`src/rtl/accel_stream_pkg.sv`:
```
// Shared definitions for the accelerator width-converting streamers.
// Default lane geometry and lane offset helper used by aggregator/deaggregator.
package accel_stream_pkg;

  localparam int DEF_DATA_WIDTH  = 16;
  localparam int DEF_FETCH_WIDTH = 4;

  typedef enum logic {
    ST_EMPTY = 1'b0,
    ST_DRAIN = 1'b1
  } deagg_state_e;

  function automatic int lane_lo(input int lane, input int width);
    return lane * width;
  endfunction

endpackage

```
`src/rtl/lane_mux.sv`:
```
// FETCH_WIDTH:1 select of one DATA_WIDTH lane from a packed wide word.
// Out-of-range selects return zero, so non-power-of-two widths are safe.
module lane_mux
  import accel_stream_pkg::*;
#(
  parameter int DATA_WIDTH  = DEF_DATA_WIDTH,
  parameter int FETCH_WIDTH = DEF_FETCH_WIDTH,
  parameter int IDX_WIDTH   = $clog2(FETCH_WIDTH)
) (
  input  logic [FETCH_WIDTH*DATA_WIDTH-1:0] data_i,
  input  logic [IDX_WIDTH-1:0]              sel_i,
  output logic [DATA_WIDTH-1:0]             data_o
);

  always_comb begin
    data_o = '0;
    for (int i = 0; i < FETCH_WIDTH; i++) begin
      if (sel_i == IDX_WIDTH'(i)) begin
        data_o = data_i[lane_lo(i, DATA_WIDTH) +: DATA_WIDTH];
      end
    end
  end

endmodule

```
`src/rtl/deaggregator.sv`:
```
// Wide-to-narrow streamer: pops one wide word, emits its lanes lane 0 first.
// Define DEAGGREGATOR_LAST_EN to add the receiver_last output.
module deaggregator
  import accel_stream_pkg::*;
#(
  parameter int DATA_WIDTH  = DEF_DATA_WIDTH,
  parameter int FETCH_WIDTH = DEF_FETCH_WIDTH,
  parameter int IDX_WIDTH   = $clog2(FETCH_WIDTH)
) (
  input  logic                              clk,
  input  logic                              rst_n,
  input  logic [FETCH_WIDTH*DATA_WIDTH-1:0] sender_data,
  input  logic                              sender_empty_n,
  output logic                              sender_deq,
  output logic [DATA_WIDTH-1:0]             receiver_data,
  input  logic                              receiver_full_n,
  output logic                              receiver_enq
`ifdef DEAGGREGATOR_LAST_EN
  ,
  output logic                              receiver_last
`endif
);

  localparam int WW = FETCH_WIDTH * DATA_WIDTH;

  deagg_state_e         state_q, state_d;
  logic [WW-1:0]        buf_q, buf_d;
  logic [IDX_WIDTH-1:0] idx_q, idx_d;
  logic                 valid_q;
  logic                 last;

  assign valid_q = (state_q == ST_DRAIN);
  assign last    = (idx_q == IDX_WIDTH'(FETCH_WIDTH - 1));

  assign receiver_enq = rst_n & valid_q & receiver_full_n;
  // Full receiver only reaches the sender via the last-lane reload term.
  assign sender_deq   = rst_n & sender_empty_n
                      & (~valid_q | (receiver_enq & last));

`ifdef DEAGGREGATOR_LAST_EN
  assign receiver_last = valid_q & last;
`endif

  lane_mux #(
    .DATA_WIDTH  (DATA_WIDTH),
    .FETCH_WIDTH (FETCH_WIDTH),
    .IDX_WIDTH   (IDX_WIDTH)
  ) u_lane_mux (
    .data_i (buf_q),
    .sel_i  (idx_q),
    .data_o (receiver_data)
  );

  always_comb begin
    state_d = state_q;
    buf_d   = buf_q;
    idx_d   = idx_q;
    if (sender_deq) begin
      buf_d   = sender_data;
      state_d = ST_DRAIN;
      idx_d   = '0;
    end else if (receiver_enq) begin
      if (last) begin
        state_d = ST_EMPTY;
        idx_d   = '0;
      end else begin
        idx_d = idx_q + IDX_WIDTH'(1);
      end
    end
  end

  always_ff @(posedge clk) begin
    if (!rst_n) begin
      state_q <= ST_EMPTY;
      buf_q   <= '0;
      idx_q   <= '0;
    end else begin
      state_q <= state_d;
      buf_q   <= buf_d;
      idx_q   <= idx_d;
    end
  end

endmodule

```
`config.mk`:
```
export PLATFORM = sky130hd
export DESIGN_NAME = deaggregator
export DESIGN_NICKNAME = d
export VERILOG_FILES = /design/src/rtl/accel_stream_pkg.sv /design/src/rtl/lane_mux.sv /design/src/rtl/deaggregator.sv
export SDC_FILE = /design/constraint.sdc
export NUM_CORES = 1
export LEC_CHECK = 0
export CAP_MARGIN = 10
export CELL_PAD_IN_SITES_DETAIL_PLACEMENT = 1
export CELL_PAD_IN_SITES_GLOBAL_PLACEMENT = 1
export CORE_AREA = 2 2 63 124
export DETAILED_ROUTE_END_ITERATION = 8
export DIE_AREA = 0 0 65 126
export DONT_BUFFER_PORTS = 1
export HOLD_SLACK_MARGIN = 0.05
export PLACE_DENSITY_LB_ADDON = 0.1
export SLEW_MARGIN = 30
export SYNTH_ARGS = -nofsm -noshare
export SYNTH_HDL_FRONTEND = slang
export SYNTH_SLANG_ARGS = --single-unit
```
`constraint.sdc`:
```
create_clock -name clk -period 1.7 [get_ports clk]
set_input_delay 0.085 -clock clk [delete_from_list [all_inputs] [get_ports clk]]
set_output_delay 0.085 -clock clk [all_outputs]
set_load 0.02 [all_outputs]
```
**Word level (Yosys, flattened, before mapping)**

Cells that the tools add are included.

- Equality and inequality tests: 3
- Multiply operators: 0
- Divide/modulo/power cells: 0
- Mux-type cells: 8
- Shifts and indexed selects: 0
- Reduce and logical (&&, ||, !) cells: 5
- Bitwise operators: 8
- $lt $le $gt $ge: 0
- Add/sub/neg operators: 1

Operators with widths:

| kind | number |
|---|---|
| $mux W16 | 4 |
| $and A1 B1 Y1 | 5 |
| $eq A2 B2 Y1 const B | 2 |
| $reduce_bool A2 Y1 | 2 |
| $mux W1 | 3 |
| $add A2 B1 Y2 const B | 1 |
| $eq A2 B1 Y1 const B | 1 |
| $logic_not A2 Y1 | 1 |
| $mux W2 | 1 |
| $not A1 Y1 | 2 |
| $reduce_and A2 Y1 | 1 |
| $reduce_or A2 Y1 | 1 |
| $or A1 B1 Y1 | 1 |

- RAM bits: 0
- Word-level logic and storage cells: 28
- Input port bits: 68
- Memories: 0
- Memory bits (read-only): 0
- Output and inout bits: 18
- Bits in latches: 0
- Register bits after elaboration: 67

**Depth between registers and ports, before layout**

- Depth in word-level cells: 7
- Depth in mapped cells: 8

**Modules after synthesis**

Synthesis repeated with hierarchy kept, for this count alone.

- Cells, all modules: 306
- Area, all modules: 3108.0 um^2

Modules (own cells, without submodules):

| module | seq. area each (um^2) | area each (um^2) | instances | cells an instance |
|---|---|---|---|---|
| deaggregator | 1341.3 | 2683.8 | 1 | 286 |
| lane_mux | 0.0 | 424.2 | 1 | 20 |

**Least setup slack after synthesis**

Ideal clock, no wire load.

- Path kind: register to output
- Start point: reg idx_q[1]
- End point: out receiver_data[10]
- Setup slack: -130 ps
- Stages on the path, launching flop included: 9
- Data arrival time: 1745 ps
- Data required time: 1615 ps
- Cell sequence: dfxtp_1 -> inv_1 -> ha_1 -> buf_6 -> nor2b_2 -> clkbuf_2 -> buf_6 -> a221oi_1 -> o31ai_1

- Word-level cells in the longest chain between the ends: 5
- Elaborated cells on any way between the ends: 8
- Classes of those cells: 3 x eq/ne; 4 x mux; 1 x reduce/logical

RTL lines:

| element | RTL line | source |
|---|---|---|
| start, declared | deaggregator.sv:28 | `logic [IDX_WIDTH-1:0] idx_q, idx_d;` |
| start signal, assigned | deaggregator.sv:80 | `idx_q <= idx_d;` |
| $logic_not A2 Y1 | lane_mux.sv:18 | `if (sel_i == IDX_WIDTH'(i)) begin` |
| $mux W16 (3 in series) | lane_mux.sv:18 |  |
| $mux W16 * | lane_mux.sv:18 |  |
| end, declared | deaggregator.sv:15 | `output logic [DATA_WIDTH-1:0] receiver_data,` |

Every way passes the cells marked *; elsewhere a longest branch is shown, timed or not.

**Worst setup path in the final report**

- Start point: reg idx_q[0]
- End point: out receiver_data[3]

The elaborated chain is that of the path after synthesis.

==> metrics <==
main combinational cell family by area after synthesis=multiplexers; Worst VDD drop=0.000778 V; status=finished, violations left; Worst Skew=0.00923 ns; r2r setup slk=-0.02 ns; Worst path most repeated cell=buf_4; total of max-cap violations=0; Crit path required time=1.62 ns; Antenna Cells=0; Area growth syn-to-layout=54.8%; Avg Vias per Cell=5.43; layout cells sized above 1=0.217; post-synthesis cell area=3220 µm²; worst min-delay path category=input port to register; first-pass GRT wire length=17,000 µm; synthesized instance count=367; Rows=44; worst rel slew slack=0.730; WP depth=8; routed wire length per instance=23.8 µm; fin nets=528; DP Area=3480 µm²; leak pwr=2.17 nW; CP Max Fanout=6; CP Launch Point=idx_q[0]; Iter 0 DRT Violations=156; Synth Warn #=0; unrepaired setup endpoints after global routing=true; CP max stage delay=0.37 ns; DRC errors left=0; DP HPWL=5240 µm; #FFs+latches synth=67; vias=3,000; Clk Tree Root Cell=clkbuf_16; Core ar.=7210 µm²; GPL Wtd Cong=0.825; fin worst setup slack=-0.309 ns; failing checks=setup timing; post-route antenna net violation count=0; ys async rst share=0; Post-synth EDFFs=0; worst endpoint data arrival time=1.92 ns; Slew @ Worst Pin=0.405 ns; CTS max path bufs=2; crit path time final=2.01 ns; ys flop type=dfxtp_1; cell breakdown of the critical path=inv_4 -> ha_4 -> nor2b_4 -> buf_12 -> buf_4 -> a221oi_4 -> o31ai_2 -> buf_4; top cells by count, synth=nand2_1, dfxtp_1, inv_1, mux2i_1; Hold Crit Start=rst_n; register area share after synthesis=0.416; Die ar.=8190 µm²; WS Path Type=register to primary output; critical path buffer and inverter count=4; fraction of the cycle the final worst path needs=1.18; Pwr per Cell Area=865 nW/µm²; XOR/XNOR Fraction of Synth Area=0; Synthesized Nets=439; H-tree Lvls=3; worst skew pair latency=0.34 ns; Crit. End Element=primary output; CTS tree=done; total power=4.31 mW; count of cell types in the netlist=21; Max Slew Vio Count=0; fin area=4990 µm²; post-synth top area share=0.416; vias in the first global route=3,189; Reg clk slew, reported paths=0.06 ns; chip height=126 µm; mux share of post-synthesis cell area=0.205; I/O pins=86; largest net degree at the start of global routing=68; global route overflow=0; adder-cell area share of the yosys netlist=0.0155; r2r endpoint=buf_q[4]; # clock sinks=67; final hold viol count=0; Synth Area in Compound Gates=0.0889; Fmax=498 MHz; Logic pwr share=0.173; total track usage=0.280; sequential cell fraction of total power=0.415; Synth area leaders=dfxtp_1, mux2i_1, nand2_1, inv_1, a221oi_1; CP top delay family=buffers and inverters; Sum Neg Setup Slack=-3.95 ns; Simple-Gate Fraction of Synth Area=0.143; critical path endpoint=receiver_data[3]; slowest CP cell=dfxtp_4; Reg2Reg Depth=7; port bufs=0; reg2reg start=idx_q[0]; final WL=13,200 µm; DRT Pass-1 Iters=4; Syn Area/Cell=8.78 µm²; Psw=1.15 mW; critical path startpoint category=register; final design utilization=0.691; Clock power frac=0.412; Internal Dissipation=3.16 mW; Sw Ratio=0.266; cell taking the most area after synthesis=dfxtp_1; Inserted Clock Buffers=9; cell with the most instances after synthesis=nand2_1; Die Wd=65 µm; initial core utilization=0.447; antenna violations before repair=0; Finish-stage setup viols=17
[flip-flops by register name (all words and copies together), names as in the netlist]
| register | count |
|---|---|
| state_q | 1 |
| idx_q | 2 |
| buf_q | 64 |
[cell type report]
| class | count | area, µm² |
|---|---|---|
| fillers | 720 | 2230 |
| multi-input cells | 207 | 1830 |
| flip-flops and latches | 67 | 1350 |
| repair buffers | 105 | 1160 |
| clock buffers | 13 | 270 |
| inverters | 66 | 253 |
| well taps | 92 | 115 |
| clock inverters | 2 | 10.0 |
[routing by layer]
| layer | global-route usage | vias to the layer above | share of wire |
|---|---|---|---|
| li1 | - | 1356 | - |
| met1 | 0.296 | 1490 | 0.37 |
| met2 | 0.518 | 117 | 0.55 |
| met3 | 0.0446 | 37 | 0.038 |
| met4 | 0.136 | 0 | 0.040 |
| met5 | 0 | - | 0 |
[kinds of logic after synthesis]
logic type,count (synthesis)
adder cells (fa/ha/maj),4
buffers and inverters,93
AND/OR/NAND/NOR,103
flip-flops,67
AO/OA/AOI/OAI,34
multiplexers,66
[cells in the final DEF, fill, tap and decap left out]
cell           instances
nand2_1               81
mux2i_1               65
dfxtp_1               65
dlygate4sd3_1         65
inv_1                 64
buf_4                 23
nor2b_1               16
o31ai_2               15
a221oi_4              11
clkbuf_16             11
buf_12                 6
a221oi_2               5
ha_4                   4
buf_16                 4
buf_6                  4
clkbuf_8               3
inv_4                  2
nor3b_2                2
clkinv_2               2
a21boi_4               1
nor2_4                 1
nor2b_4                1
o31ai_4                1
and3_1                 1
mux2i_2                1
nor2_1                 1
o21a_1                 1
clkbuf_1               1
dfxtp_4                1
dfxtp_2                1
buf_8                  1
[how the worst min path moves through the flow]
stage | end | cells past startpoint
after global placement | state_q | 1
after detailed placement | state_q | 1
after global routing | buf_q[47] | 3
after CTS | buf_q[45] | 3
after floorplan | state_q | 1
final | buf_q[2] | 3
[metrics by stage]
stage                     std cells  hold slack, ns  setup slack (ns)
after detailed placement        458           0.225            -0.206
after floorplan                 367           0.209            0.0257
after global placement          458           0.211            -0.158
after global routing            552           0.160            -0.363
after CTS                       545           0.150            -0.164
final                           552           0.148            -0.309
[power by group through the flow]
stage	clock [mW]	sequential (mW)	combinational (mW)
floorplan	0	1.76	0.339
global placement	0	1.77	0.399
detailed placement	0	1.78	0.413
CTS	1.75	1.77	0.652
global route	1.84	1.80	0.784
finish	1.78	1.79	0.746
[what timing repair did]
item	in CTS	in global routing
hold buffers	66	0
setup endpoints to repair	17	68
hold endpoints to repair	67	0
resized for setup	44	14
pin swaps	13	9
gates cloned	3	1
buffers inserted	3	6
[tightest hold or removal path, cell delays in order]
cell and delay (ns):
buf_16 0.18, nand2_1 0.11, mux2i_1 0.05
Note: power is estimated with default switching activity, not from simulation.
